`config.mk`:
```
export PLATFORM = sky130hd
export DESIGN_NAME = led_arbiter_flat
export DESIGN_NICKNAME = d
export VERILOG_FILES = /design/src/rtl/led_arbiter_if.sv /design/src/rtl/led_arbiter.sv /design/src/flat_wrapper.sv
export SDC_FILE = /design/constraint.sdc
export NUM_CORES = 1
export LEC_CHECK = 0
export CORE_MARGIN = 2
export CORE_UTILIZATION = 62
export DETAILED_ROUTE_END_ITERATION = 7
export PLACE_DENSITY_LB_ADDON = 0.3
export RECOVER_POWER = 25
export SLEW_MARGIN = 20
export SYNTH_ARGS = -nofsm -noshare
export SYNTH_HDL_FRONTEND = slang
export SYNTH_SLANG_ARGS = --single-unit
```
`constraint.sdc`:
```
create_clock -name clock -period 5 [get_ports clock]
set_input_delay 1 -clock clock [delete_from_list [all_inputs] [get_ports clock]]
set_output_delay 1 -clock clock [all_outputs]
set_load 0.005 [all_outputs]
```
`src/rtl/led_arbiter_if.sv`:
```
// Request/status bundle between LED arbiter clients and the arbiter itself.
// master drives heartbeat/error/activity requests; slave is the arbiter that returns the LED drive.
interface led_arbiter_if;
   logic       i_heartbeat;
   logic       i_err_req;
   logic [3:0] i_err_code;
   logic       i_activity;
   logic       o_led;
   logic [1:0] o_owner;
   logic       o_err_busy;

   modport master (
      output i_heartbeat, i_err_req, i_err_code, i_activity,
      input  o_led, o_owner, o_err_busy
   );

   modport slave (
      input  i_heartbeat, i_err_req, i_err_code, i_activity,
      output o_led, o_owner, o_err_busy
   );
endinterface

```
`src/rtl/led_arbiter.sv`:
```
// LED arbiter: error blink codes > activity flash > heartbeat, all outputs registered (1-cycle latency).
// Activity window is built only when LED_ARB_ACT_EN is defined; otherwise i_activity is ignored.
module led_arbiter #(
   parameter int unsigned CLK_HZ   = 12_000_000,
   parameter int unsigned PULSE_MS = 200,
   parameter int unsigned GAP_MS   = 1000,
   parameter int unsigned ACT_MS   = 50
) (
   input  logic         clock,
   input  logic         reset,
   led_arbiter_if.slave bus
);

   localparam logic [31:0] PULSE_CYC = 32'(CLK_HZ / 32'd1000 * PULSE_MS);
   localparam logic [31:0] GAP_CYC   = 32'(CLK_HZ / 32'd1000 * GAP_MS);
   localparam logic [31:0] ACT_CYC   = 32'(CLK_HZ / 32'd1000 * ACT_MS);

   localparam logic [1:0] ST_IDLE = 2'd0;
   localparam logic [1:0] ST_ON   = 2'd1;
   localparam logic [1:0] ST_OFF  = 2'd2;
   localparam logic [1:0] ST_GAP  = 2'd3;

   localparam logic [1:0] OWN_HB  = 2'b00;
   localparam logic [1:0] OWN_ACT = 2'b01;
   localparam logic [1:0] OWN_ERR = 2'b10;

   logic [1:0]  state_q, state_d;
   logic [31:0] cnt_q, cnt_d;
   logic [3:0]  pulse_q, pulse_d;
   logic        led_q, led_d;
   logic [1:0]  owner_q, owner_d;
   logic        busy_q, busy_d;

   logic        cnt_last;
   logic [3:0]  code_sat;
   logic        act_win;

   assign code_sat = (bus.i_err_code == 4'd0) ? 4'd1 : bus.i_err_code;
   // <=1 rather than ==1 so a zero-length phase still advances
   assign cnt_last = (cnt_q <= 32'd1);

   always_comb begin
      state_d = state_q;
      cnt_d   = cnt_q;
      pulse_d = pulse_q;
      case (state_q)
         ST_IDLE: begin
            if (bus.i_err_req) begin
               state_d = ST_ON;
               cnt_d   = PULSE_CYC;
               pulse_d = code_sat;
            end
         end
         ST_ON: begin
            if (!cnt_last) begin
               cnt_d = cnt_q - 32'd1;
            end else if (pulse_q > 4'd1) begin
               state_d = ST_OFF;
               cnt_d   = PULSE_CYC;
            end else begin
               state_d = ST_GAP;
               cnt_d   = GAP_CYC;
            end
         end
         ST_OFF: begin
            if (!cnt_last) begin
               cnt_d = cnt_q - 32'd1;
            end else begin
               state_d = ST_ON;
               cnt_d   = PULSE_CYC;
               pulse_d = pulse_q - 4'd1;
            end
         end
         ST_GAP: begin
            if (!cnt_last) begin
               cnt_d = cnt_q - 32'd1;
            end else if (bus.i_err_req) begin
               state_d = ST_ON;
               cnt_d   = PULSE_CYC;
               pulse_d = code_sat;
            end else begin
               state_d = ST_IDLE;
               cnt_d   = 32'd0;
            end
         end
         default: begin
            state_d = ST_IDLE;
            cnt_d   = 32'd0;
            pulse_d = 4'd0;
         end
      endcase
   end

   always_ff @(posedge clock) begin
      if (reset) begin
         state_q <= ST_IDLE;
         cnt_q   <= 32'd0;
         pulse_q <= 4'd0;
      end else begin
         state_q <= state_d;
         cnt_q   <= cnt_d;
         pulse_q <= pulse_d;
      end
   end

`ifdef LED_ARB_ACT_EN
   logic        act_prev_q;
   logic [31:0] act_cnt_q, act_cnt_d;
   logic        act_rise;

   assign act_rise = bus.i_activity & ~act_prev_q;

   // Keeps counting while error owns the LED, so the window can lapse unseen
   always_comb begin
      act_cnt_d = act_cnt_q;
      if (act_rise) begin
         act_cnt_d = ACT_CYC;
      end else if (act_cnt_q != 32'd0) begin
         act_cnt_d = act_cnt_q - 32'd1;
      end
   end

   always_ff @(posedge clock) begin
      if (reset) begin
         act_prev_q <= 1'b0;
         act_cnt_q  <= 32'd0;
      end else begin
         act_prev_q <= bus.i_activity;
         act_cnt_q  <= act_cnt_d;
      end
   end

   assign act_win = (act_cnt_d != 32'd0);
`else
   logic [32:0] unused_act;
   assign unused_act = {bus.i_activity, ACT_CYC};
   assign act_win    = 1'b0;
`endif

   // Output mux works on next state so LED source and owner flip on the same edge
   always_comb begin
      led_d   = bus.i_heartbeat;
      owner_d = OWN_HB;
      if (state_d != ST_IDLE) begin
         led_d   = (state_d == ST_ON);
         owner_d = OWN_ERR;
      end else if (act_win) begin
         led_d   = ~bus.i_heartbeat;
         owner_d = OWN_ACT;
      end
      busy_d = (state_d != ST_IDLE);
   end

   always_ff @(posedge clock) begin
      if (reset) begin
         led_q   <= 1'b0;
         owner_q <= OWN_HB;
         busy_q  <= 1'b0;
      end else begin
         led_q   <= led_d;
         owner_q <= owner_d;
         busy_q  <= busy_d;
      end
   end

   assign bus.o_led      = led_q;
   assign bus.o_owner    = owner_q;
   assign bus.o_err_busy = busy_q;

   a_busy_owner: assert property (@(posedge clock) busy_q == (owner_q == OWN_ERR));

endmodule

```
`src/flat_wrapper.sv`:
```
// flat-port wrapper written by rule: the top's interface ports become plain ports
module led_arbiter_flat 
#(
   parameter int unsigned CLK_HZ   = 12_000_000,
   parameter int unsigned PULSE_MS = 200,
   parameter int unsigned GAP_MS   = 1000,
   parameter int unsigned ACT_MS   = 50
)
  (clock, reset, bus_i_heartbeat, bus_i_err_req, bus_i_err_code, bus_i_activity, bus_o_led, bus_o_owner, bus_o_err_busy);
  led_arbiter_if bus_i ();
  input  logic clock;
  input  logic reset;
  input wire logic [$bits(bus_i.i_heartbeat)-1:0] bus_i_heartbeat;
  input wire logic [$bits(bus_i.i_err_req)-1:0] bus_i_err_req;
  input wire logic [$bits(bus_i.i_err_code)-1:0] bus_i_err_code;
  input wire logic [$bits(bus_i.i_activity)-1:0] bus_i_activity;
  output wire logic [$bits(bus_i.o_led)-1:0] bus_o_led;
  output wire logic [$bits(bus_i.o_owner)-1:0] bus_o_owner;
  output wire logic [$bits(bus_i.o_err_busy)-1:0] bus_o_err_busy;
  assign bus_i.i_heartbeat = bus_i_heartbeat;
  assign bus_i.i_err_req = bus_i_err_req;
  assign bus_i.i_err_code = bus_i_err_code;
  assign bus_i.i_activity = bus_i_activity;
  assign bus_o_led = bus_i.o_led;
  assign bus_o_owner = bus_i.o_owner;
  assign bus_o_err_busy = bus_i.o_err_busy;
  led_arbiter #(.CLK_HZ(CLK_HZ), .PULSE_MS(PULSE_MS), .GAP_MS(GAP_MS), .ACT_MS(ACT_MS)) u_core (.clock(clock), .reset(reset), .bus(bus_i));
endmodule
```
==> results by stage <==
Synth:
- By area, the combinational part of the netlist is dominated by simple AND/OR/NAND/NOR gates.
- In this run, synthesis produced a sequential element count of 40.
- The share of synthesized flip-flops with an asynchronous set or reset is 0%.
- The average footprint of a synthesized cell is roughly 8.0 µm².
- Among all flip-flop cells after synthesis, the most frequent one is sky130_fd_sc_hd__dfxtp_1.
- The fraction of synthesized area in multiplexers is 0.9081%.
- The number of enable-type register cells in the synthesized netlist is 0.
- The number of instances in the synthesized netlist is between 200 and 300.
- The area share of fa/ha/maj cells after synthesis is 2.137%.
- The fraction of synthesized cell area in xor and xnor cells is under 10%.
- After synthesis, the netlist uses 60 different library cells.
- After Yosys synthesis, and, or, nand and nor cells account for between 30% and 40% of the synthesized area.
- The mapped netlist covers roughly 0.0023 mm².
- The synthesized net count is about 300.
- For this run, the number of Yosys warnings is 0.
- Sequential elements use 34.19% of the synthesized area.
- Summing the areas of all compound-gate instances in the mapped netlist gives roughly a quarter of the synthesized area.

Drt:
- Detailed routing inserted a total of 2263 vias.
- The DRC marker count from the first detailed-route iteration is approximately 120.
- The first TritonRoute pass finished after 4 iterations.
- In the final routed layout, each cell accounts on average for approximately 17 µm.
- The post-detailed-routing wire length is around 5800 µm.
- The number of routed nets with antenna violations is 0.
- The via density per instance is between 6 and 7.
- The DRC violation count after routing is 0.

Layout:
- Summing all flip-flop and latch instances after layout gives 800.8 µm².
- The synthesis-to-layout area growth is 9.135%.
- The multi-input combinational cells in the finished layout cover a total of 0.001424 mm².
- The antenna cell count is 0.
- In the final layout, the share of cells above drive strength 1 is under 10%.
- The count of cells in the finished layout, fillers not included, comes to 345.
- The count of filler cells inserted in the layout is between 300 and 400.
- The final layout net count is roughly 300.

Worst setup path:
- Data on the critical path is required at its endpoint by around 5.2 ns.
- The critical path goes through nor4_1 > nand4_1 > nor3_1 > mux2_2 > nor3_1.
- The worst register-to-register path begins at u_core.cnt_q[12]$_SDFFE_PP0P_.
- Data arrives at the worst endpoint at around 3.7 ns.
- The type of the worst setup path is reg2reg.
- The combined buffer and inverter count along the critical path is 0.
- The worst setup path is launched from a flop.
- The critical path endpoint category is a flop.
- The setup slack on the worst flop-to-flop path is 1.54 ns.
- The start point of the critical path is u_core.cnt_q[12]$_SDFFE_PP0P_.
- Counting stages on the worst path, the most repeated cell is sky130_fd_sc_hd__nor3_1.
- The longest individual stage delay on the worst path is 0.88 ns.
- The largest delay contributor family on the critical path is simple AND/OR/NAND/NOR gates.
- In this run the worst path has a maximum fanout of 18.
- The cell at the slowest stage of the critical path is sky130_fd_sc_hd__nor3_1.

GRT:
- The via count of the first global-routing pass came to approximately 2100.
- The maximum number of pins on one net before global-route repair is 19.
- The first global-routing pass estimated approximately 10000 µm of wire.
- The number of antenna violations at the first check in global routing is 0.
- For this run the aggregate overflow at the end of global routing stands at 0.
- The overall global routing resource usage is between 20% and 30%.

Place:
- The congestion estimate from routability-driven global placement came to approximately 0.85.
- The instance count after placement with tap cells included is ~340.
- The number of I/O port buffers is 10.
- The detailed placement HPWL is about 4000 µm.

Flow run:
- The number of max-capacitance violations reported is 0.

Clocking:
- The H-tree was split into 2 levels.
- The post-cts resize count is 0.
- The tree is rooted in a sky130_fd_sc_hd__clkbuf_8.
- The later pin in the worst-skew pair is clocked with a latency of ~0.30 ns.
- The total clock sinks is 40.
- The register clock-pin slew on the reported worst setup and hold paths is 0.08 ns.
- For this design, the CTS-stage hold fixing added 0 buffers.
- TritonCTS built the clock tree.
- Clock tree synthesis inserted a total of 5 buffers.
- The buffer levels on the longest clock path is 2.
- The number of setup buffers added after CTS is 0.

Timing:
- Setup repair after global routing left no endpoint under its margin.
- For the final routed database, the setup TNS stands at 0 ns.
- The timing-limited maximum frequency is between 0.2 and 0.3 GHz.
- Subtracting the final worst setup slack from the clock period gives roughly 3.5 ns.
- The number of hold violations in the final report is 0.
- The max-slew violation total from the final report came to 0.
- Setup violations remaining at the end of the flow were counted as 0.
- Of the available clock period, the critical path in the final layout requires 69.29%.
- The clock arrives with between 0.004 and 0.005 ns of skew.
- In this run the tightest slew margin relative to its limit is a little under half.
- The transition at the pin with the smallest max-transition slack is 0.8162 ns.

Hold path:
- The path class of the lowest-slack min-delay path is reg2reg.
- The startpoint identified for the worst hold timing path is u_core.cnt_q[30]$_SDFFE_PP0P_.

Power:
- After layout, the design draws a total of slightly above 0.001 W.
- The total power density per cell area is ~410 mW/mm².
- The worst-case IR drop observed on VDD is 272.8 µV.
- The total leakage power is roughly 0.94 nW.

Floorplanning:
- The effective utilization at floorplan is roughly 64%.
- Row generation in the floorplan step produced 22 rows.
- The core region area is approximately 0.0036 mm².
- The die boundary width is approximately 65 µm.
- The top-level I/O count is 13.
- The y dimension of the die is between 60 and 70 µm.
- The floorplan die area is 0.004286 mm².

Run status:
- The flow ran to the end, and the final reports show no timing, DRC or antenna violations.
-- cell usage after synthesis, drive strengths merged (5+ instances only) --
master | number | share of area [%]
dfxtp | 40 | 34
nand2 | 29 | 4.6
nor2 | 23 | 3.7
o21ai | 20 | 4.3
nor3 | 17 | 3.6
nor4 | 16 | 4.8
nand3 | 13 | 2.8
a21oi | 12 | 2.6
clkbuf | 10 | 1.6
inv | 10 | 1.6
a31oi | 9 | 2.4
or4 | 8 | 2.9
a21o | 6 | 1.9
buf | 5 | 1.8
or3 | 5 | 1.5
-- state kept, by name, indices dropped and copies added (netlist names) --
signal / flops
u_core.pulse_q: 4
u_core.cnt_q: 32
u_core.bus.o_err_busy: 1
u_core.state_q: 2
u_core.bus.o_led: 1
-- path summary, 6_finish.rpt --
kind                                         to  cells after the start
hold reg to reg   u_core.cnt_q[30]$_SDFFE_PP0P_                      1
hold / removal    u_core.cnt_q[30]$_SDFFE_PP0P_                      1
setup reg to reg    u_core.bus.o_led$_SDFF_PP0_                      5
setup / recovery    u_core.bus.o_led$_SDFF_PP0_                      5
-- layout by cell type (no fill, tap or decap), types with 7 or more instances in the layout --
| cell | netlist | routed |
|---|---|---|
| sky130_fd_sc_hd__clkdlybuf4s50_1 | 0 | 7 |
| sky130_fd_sc_hd__a31oi_1 | 9 | 9 |
| sky130_fd_sc_hd__o21ai_0 | 20 | 20 |
| sky130_fd_sc_hd__dfxtp_1 | 40 | 40 |
| sky130_fd_sc_hd__clkbuf_8 | 0 | 7 |
| sky130_fd_sc_hd__nand2_1 | 29 | 29 |
| sky130_fd_sc_hd__nor4_1 | 14 | 14 |
| sky130_fd_sc_hd__inv_1 | 10 | 10 |
| sky130_fd_sc_hd__nand3_1 | 13 | 13 |
| sky130_fd_sc_hd__nor3_1 | 17 | 17 |
| sky130_fd_sc_hd__nor2_1 | 23 | 23 |
| sky130_fd_sc_hd__a21oi_1 | 12 | 12 |
-- kinds of logic (layout without fill, tap and decap cells) --
family | count (synthesis) | after routing
adders and majority gates | 4 | 4
DFF | 40 | 40
xor gates and xnor gates | 5 | 5
and+or+nand+nor | 133 | 133
AOI/OAI and AO/OA | 83 | 83
buffers and inverters | 25 | 29
muxes | 2 | 2
other | 1 | 1
-- layer usage --
layer,routed length [µm],up-vias,global-route usage [%]
met5,0,-,0
met2,2748,74,45.41
met1,2573,1062,39.44
li1,-,1116,-
met4,87,0,15.10
met3,358,11,4.281
-- cell type report --
| cell class | count | share of cell area [%] |
|---|---|---|
| Multi-Input combinational cell | 228 | 55.70 |
| Sequential cell | 40 | 31.33 |
| Timing Repair Buffer | 11 | 4.209 |
| Clock buffer | 7 | 3.769 |
| Tap cell | 48 | 2.349 |
| Inverter | 10 | 1.468 |
| Clock inverter | 1 | 1.175 |
-- worst register-to-register path, stage by stage, from the launching register on --
cell and delay, ns:
sky130_fd_sc_hd__dfxtp_1 0.37, sky130_fd_sc_hd__nor4_1 0.71, sky130_fd_sc_hd__nand4_1 0.83, sky130_fd_sc_hd__nor3_1 0.88
sky130_fd_sc_hd__mux2_2 0.42, sky130_fd_sc_hd__nor3_1 0.17
-- stage by stage --
stage | hold WS (ns) | setup WS [ns] | area (µm²) | util, %
6_report | 0.4666 | 1.535 | 2556 | 70.35
3_3_place_gp | 0.4524 | 1.794 | 2430 | 66.87
2_1_floorplan | 0.4257 | 2.485 | 2342 | -
3_5_place_dp | 0.4576 | 1.726 | 2430 | 66.87
5_1_grt | 0.4950 | 1.246 | 2556 | 70.35
4_1_cts | 0.4712 | 1.600 | 2556 | 70.35
-- power breakdown --
part | switching (W) | leakage [nW] | internal [W]
logic | 0.000203 | 0.545 | 0.000122
clock network | 0.000121 | 0.0645 | 0.000176
registers | 0.0000535 | 0.328 | 0.000363
No activity file was read; power rests on OpenSTA's default activity.
